**config.mk**
```make
export PLATFORM = sky130hd
export DESIGN_NAME = sseg_scan_ctrl
export DESIGN_NICKNAME = d
export VERILOG_FILES = /design/src/rtl/sseg_scan_ctrl.sv
export SDC_FILE = /design/constraint.sdc
export NUM_CORES = 1
export LEC_CHECK = 0
export BUFFER_PORTS_ARGS = -buffer_cell sky130_fd_sc_hd__buf_2
export CAP_MARGIN = 5
export CORE_ASPECT_RATIO = 0.9
export CORE_MARGIN = 8
export CORE_UTILIZATION = 52
export CTS_BUF_LIST = sky130_fd_sc_hd__clkbuf_16
export DETAILED_ROUTE_END_ITERATION = 8
export PLACE_DENSITY = 0.83
export SYNTH_ARGS = -nofsm -noshare
export SYNTH_HDL_FRONTEND = slang
export SYNTH_SLANG_ARGS = --single-unit
export TNS_END_PERCENT = 50
```
**constraint.sdc**
```tcl
create_clock -name clk -period 8.1 [get_ports clk]
set_clock_uncertainty 0.1 [all_clocks]
set_input_delay 2.025 -clock clk [delete_from_list [all_inputs] [get_ports clk]]
set_output_delay 2.025 -clock clk [all_outputs]
set_load 0.005 [all_outputs]
```
**src/rtl/sseg_scan_ctrl.sv**
```systemverilog
// Four-digit multiplexed 7-segment scan controller with double-buffered display value.
// Define SSEG_LZB_EN to blank leading zero digits (digit 0 is always driven).
module sseg_scan_ctrl #(
    parameter int DIV   = 100000,
    parameter int BLANK = 1000
) (
    input  logic        clk,
    input  logic        rst,
    input  logic        load,
    input  logic [15:0] value,
    output logic [3:0]  an,
    output logic [3:0]  hex_num,
    output logic [1:0]  digit_idx,
    output logic        upd
);

    localparam int CNT_W = (DIV > 1) ? $clog2(DIV) : 1;
    localparam logic [CNT_W-1:0] CNT_LAST  = CNT_W'(DIV - 1);
    localparam logic [CNT_W-1:0] CNT_BLANK = CNT_W'(BLANK);

    localparam logic [0:0] ST_BLANK = 1'b0;
    localparam logic [0:0] ST_DRIVE = 1'b1;

    logic [CNT_W-1:0] cnt;
    logic [CNT_W-1:0] cnt_nxt;
    logic [0:0]       state;
    logic [0:0]       state_nxt;
    logic [1:0]       idx_nxt;
    logic             wrap;
    logic             xfer;
    logic [15:0]      disp;
    logic [15:0]      disp_nxt;
    logic [15:0]      pend;
    logic             pend_valid;

    function automatic logic [3:0] nibble_sel(input logic [15:0] d, input logic [1:0] k);
        return d[{k, 2'b00} +: 4];
    endfunction

`ifdef SSEG_LZB_EN
    function automatic logic lead_zero(input logic [15:0] d, input logic [1:0] k);
        case (k)
            2'd1:    return (d[15:4]  == 12'h000);
            2'd2:    return (d[15:8]  == 8'h00);
            2'd3:    return (d[15:12] == 4'h0);
            default: return 1'b0;
        endcase
    endfunction
`endif

    function automatic logic [3:0] anode_sel(input logic [0:0] st, input logic [1:0] k,
                                             input logic [15:0] d);
        logic [3:0] onehot;
        onehot = 4'b0001 << k;
        if (st == ST_BLANK)
            return 4'b1111;
`ifdef SSEG_LZB_EN
        if (lead_zero(d, k))
            return 4'b1111;
`endif
        return ~onehot;
    endfunction

    // Next-state values; all outputs are registered from these so they move on the same edge.
    always_comb begin
        wrap     = (cnt == CNT_LAST);
        cnt_nxt  = wrap ? '0 : cnt + CNT_W'(1);
        idx_nxt  = wrap ? digit_idx + 2'd1 : digit_idx;
        xfer     = wrap && (digit_idx == 2'd3) && pend_valid;
        disp_nxt = xfer ? pend : disp;
        case (state)
            ST_BLANK: state_nxt = (cnt_nxt == CNT_BLANK) ? ST_DRIVE : ST_BLANK;
            ST_DRIVE: state_nxt = wrap ? ST_BLANK : ST_DRIVE;
            default:  state_nxt = ST_BLANK;
        endcase
    end

    always_ff @(posedge clk) begin
        if (rst) begin
            cnt        <= '0;
            state      <= ST_BLANK;
            digit_idx  <= 2'd0;
            an         <= 4'b1111;
            hex_num    <= 4'h0;
            disp       <= 16'h0000;
            pend       <= 16'h0000;
            pend_valid <= 1'b0;
            upd        <= 1'b0;
        end else begin
            cnt       <= cnt_nxt;
            state     <= state_nxt;
            digit_idx <= idx_nxt;
            disp      <= disp_nxt;
            an        <= anode_sel(state_nxt, idx_nxt, disp_nxt);
            hex_num   <= nibble_sel(disp_nxt, idx_nxt);
            upd       <= xfer;
            // A load coinciding with a transfer re-arms pend for the next frame.
            if (load) begin
                pend       <= value;
                pend_valid <= 1'b1;
            end else if (xfer) begin
                pend_valid <= 1'b0;
            end
        end
    end

endmodule

```
# Yosys cells after proc, flatten, opt, wreduce, memory -nomap -nowiden
# Index checks and enable logic that the tools add are counted.
[word_totals]
elab_cells = 33
inputBits = 19
register_bits = 62
out_inout_bits = 11
[classes]
eq_ne = 3
bitwise_logic = 2
shift = 2
n_reduce_logical = 3
addsub = 2
n_mux = 12
[op_table]
columns = ["cell", "count"]
rows = [
  ["$add A17 B1 Y17 const B", 1],
  ["$eq A17 B10 Y1 const B", 1],
  ["$eq A17 B17 Y1 const B", 1],
  ["$mux W17", 1],
  ["$mux W16", 1],
  ["$shiftx A16 B5 Y4", 1],
  ["$mux W4", 2],
  ["$mux W1", 6],
  ["$not A4 Y4", 1],
  ["$shl A1 B2 Y4 const A", 1],
  ["$add A2 B1 Y2 const B", 1],
  ["$eq A2 B2 Y1 const B", 1],
  ["$logic_and A1 B1 Y1", 2],
  ["$mux W2", 1],
  ["$pmux W1 S2", 1],
  ["$reduce_bool A2 Y1", 1],
  ["$not A1 Y1", 1],
]

# Logic depth before layout (Yosys ltp)
[depth]
word_depth = 8
depth_mapped = 10
ltp_nobuf = 7

# Worst setup path before layout
# Ideal clock, no wire load.
[synth_path]
kind = "input to register"
start = "input port load"
end = "register pend[10]"
t_arrival_ns = 3.107
path_stages = 4
setup_ns = 0.128
required_time_ns = 7.872
n_path_buf = 2
path_slack_ns = 4.765
path_cell_list = "clkbuf_1 > clkbuf_1 > mux2i_1 > nor2_1"
[synth_lines]
columns = ["item", "line", "source"]
rows = [
  ["from (decl)", "9", "input logic load,"],
  ["to (signal assigned)", "99", "pend <= value;"],
  ["to (decl)", "33", "logic [15:0] pend;"],
]

# Worst setup path after layout
[layout_path]
start = "register digit_idx[0]"
end = "output port digit_idx[0]"
[layout_lines]
columns = ["item", "line", "source"]
rows = [
  ["from (decl)", "13", "output logic [1:0] digit_idx,"],
  ["from (signal assigned)", "92", "digit_idx <= idx_nxt;"],
]
# No word-level cell between the ends.

==> flow_summary.yaml <==
outcome:
  status: "finished, final reports clean"
clock_network:
  clock_tree.root_cell: "clkbuf_16"
  post-cts-setup-buffers: 0
  cts_buffers: 9
  clk_latency_ns: 0.33
  cts_tree: "yes"
  hold_buffers: 0
  cts.htree.levels: 3
  clock-sinks: 62
  cts.path.max_buffers: 2
  cts_resized: 0
  clk_pin_slew_ns: 0.05
floorplan:
  die_h_um: 86.5
  start_util: 0.544
  die_w_um: 94.4
  die-area_mm2: 0.00817
  rows: 25
  design.core.area_mm2: 0.00529
  io_pins: 30
worst_setup_path:
  crit_type: "reg -> out"
  crit_slowest_cell: "dfxtp_1"
  slowest_delay_ns: 0.78
  r2r-start: "cnt[0]"
  cp.required_ns: 5.98
  cp_num_buf_inv: 1
  arrival_ns: 1.35
  path_delay_family: "flip-flops"
  crit_chain: "buf_2"
  worstPathMaxFanout: 22
  rrSetupSlack_ns: 4.77
  endpoint_kind: "primary output"
  crit_start: "digit_idx[0]"
  worst_setup_path_start_kind: "flop"
synth:
  synth-warning-count: 0
  syn_area_per_cell_um2: 8.96
  synth_edf_count: 0
  postSynthCellCount: 321
  synth_nets: 342
  synth.distinct_cells: 49
  synth-seq-cells: 62
  synthFlopType: "dfxtp_1"
  syn_area_mm2: 0.00288
  ys_async_sr_fraction: 0
  synth_seq_area_share: 0.432
timing:
  setup_viol: 0
  setup_ws_ns: 4.62
  fin_crit_sh: 0.429
  hold_viol: 0
  setup_tns_ns: 0
  slew_violations: 0
  fmax_mhz: 288
  grt_setup_unrepaired: "false"
  relSlewSlack: 0.448
  worst_pin_slew_ns: 0.826
  fin_crit_ns: 3.48
global_routing:
  grt_pass1_wl_mm: 10.5
  grt.overflow.total: 0
  antenna_found_initial: 0
  grtUsageTotal: 0.165
  grt_max_degree: 43
  grt_pass1_vias: 2197
cells_and_area:
  drive_gt1_frac: 0.176
  syn_to_final_growth_pct: 15.3
  final_util: 0.627
  num_antenna_cells: 0
  layout.nets: 362
pwr:
  irDropWorstVdd_mv: 0.174
  p_leak_nw: 1.31
  cellPowerDensity_mw_per_mm2: 217
  p_total_uw: 718
placed_design:
  place.port_buffers: 29
  dp_hpwl_mm: 4.27
  pre_cts_ws_ns: 4.32
  routabilityCongestion: 0.870
worst_hold_path:
  hold_path.class: "reg -> reg"
  hp-start: "disp[10]"
drt:
  drtIter0Drc: 170
  drtPass1Iterations: 4
  ant_nets: 0
  drc_errors: 0
  drt-total-wl_mm: 6.31
  dr_total_vias: 2320
  routed_via_density: 5.62
  wl_per_cell_um: 15.3
job:
  max_cap_violations: 0
==> synth_stat cells (2+ instances only) <==
library cell,n,area (um^2)
a211oi_1,2,15.0
a21oi_1,16,80.1
a31oi_1,2,12.5
and2_1,2,12.5
and2_2,2,15.0
and3_1,7,43.8
and4_1,3,26.3
buf_6,2,22.5
clkbuf_1,18,67.6
dfxtp_1,62,1240
ha_1,2,25.0
mux2_1,2,22.5
mux2_2,3,33.8
mux2i_1,31,310
nand2_1,30,113
nand3_1,8,40.0
nand3b_1,2,15.0
nand4_1,9,56.3
nor2_1,50,188
nor2b_1,6,37.5
nor3_1,4,20.0
nor4_1,2,12.5
o211ai_1,2,15.0
o21ai_0,11,55.1
o2bb2a_1,2,20.0
xnor2_1,11,96.3
xor2_1,8,70.1
==> path summary, 6_finish.rpt <==
path,endpoint,cells after the start
hold / removal,disp[10],2
setup reg to reg,hex_num[3],7
hold reg to reg,disp[10],2
setup / recovery,digit_idx[0],1
==> cell type report <==
cell class / count / area (um^2)
clock inverter: 7 / 75.1
sequential: 62 / 1240
multi-input combinational: 238 / 1540
tap: 67 / 83.8
clock buffer: 9 / 225
timing repair buffer: 29 / 145
fill: 430 / 1970
inverter: 1 / 3.75
==> kinds of logic (layout without fill, tap and decap cells) <==
logic type                 Yosys count  count (layout)  synth area share
buffers and inverters               21              46            0.0326
adders and majority gates            2               2           0.00870
muxes                               36              36             0.128
AOI/OAI and AO/OA                   43              43            0.0962
and+or+nand+nor                    138             138             0.245
xor gates and xnor gates            19              19            0.0579
DFF                                 62              62             0.432
==> placed cells by master, fill, tap and decap left out, types with 2 or more instances in the layout <==
cell,synthesis,layout
a211oi_1,2,2
a21oi_1,16,16
a31oi_1,2,2
and2_1,2,2
and2_2,2,2
and3_1,7,7
and4_1,3,3
buf_2,0,29
clkbuf_16,0,9
clkinv_4,0,2
clkinvlp_4,0,3
dfxtp_1,62,62
ha_1,2,2
mux2_1,2,2
mux2_2,3,3
mux2i_1,31,31
nand2_1,30,30
nand3_1,8,8
nand3b_1,2,2
nand4_1,9,9
nor2_1,50,50
nor2b_1,6,6
nor3_1,4,4
nor4_1,2,2
o211ai_1,2,2
o21ai_0,11,11
o2bb2a_1,2,2
xnor2_1,11,11
xor2_1,8,8
==> registers in the layout, indices dropped and copies added, names as in the netlist <==
name	flops
an	4
cnt	17
digit_idx	2
disp	16
hex_num	4
pend	16
pend_valid	1
state	1
upd	1
==> per-layer routing <==
metal / GRT usage / part of all wire / up-vias
li1: - / - / 1161
met1: 0.208 / 0.46 / 1075
met2: 0.235 / 0.43 / 70
met3: 0.0570 / 0.074 / 14
met4: 0.102 / 0.030 / 0
met5: 0 / 0 / -
==> power by group <==
part / internal [mW] / switching [mW]
clock: 0.238 / 0.140
sequential: 0.312 / 0.00600
combinational: 0.0104 / 0.0127
==> through the flow <==
stage	instance area (um^2)	cells	hold slack [ns]
floorplan	2880	321	0.341
global placement	3010	397	0.353
detailed placement	3010	397	0.362
CTS	3310	413	0.369
global route	3310	413	0.391
finish	3310	413	0.372
(Power assumes the default switching activity.)
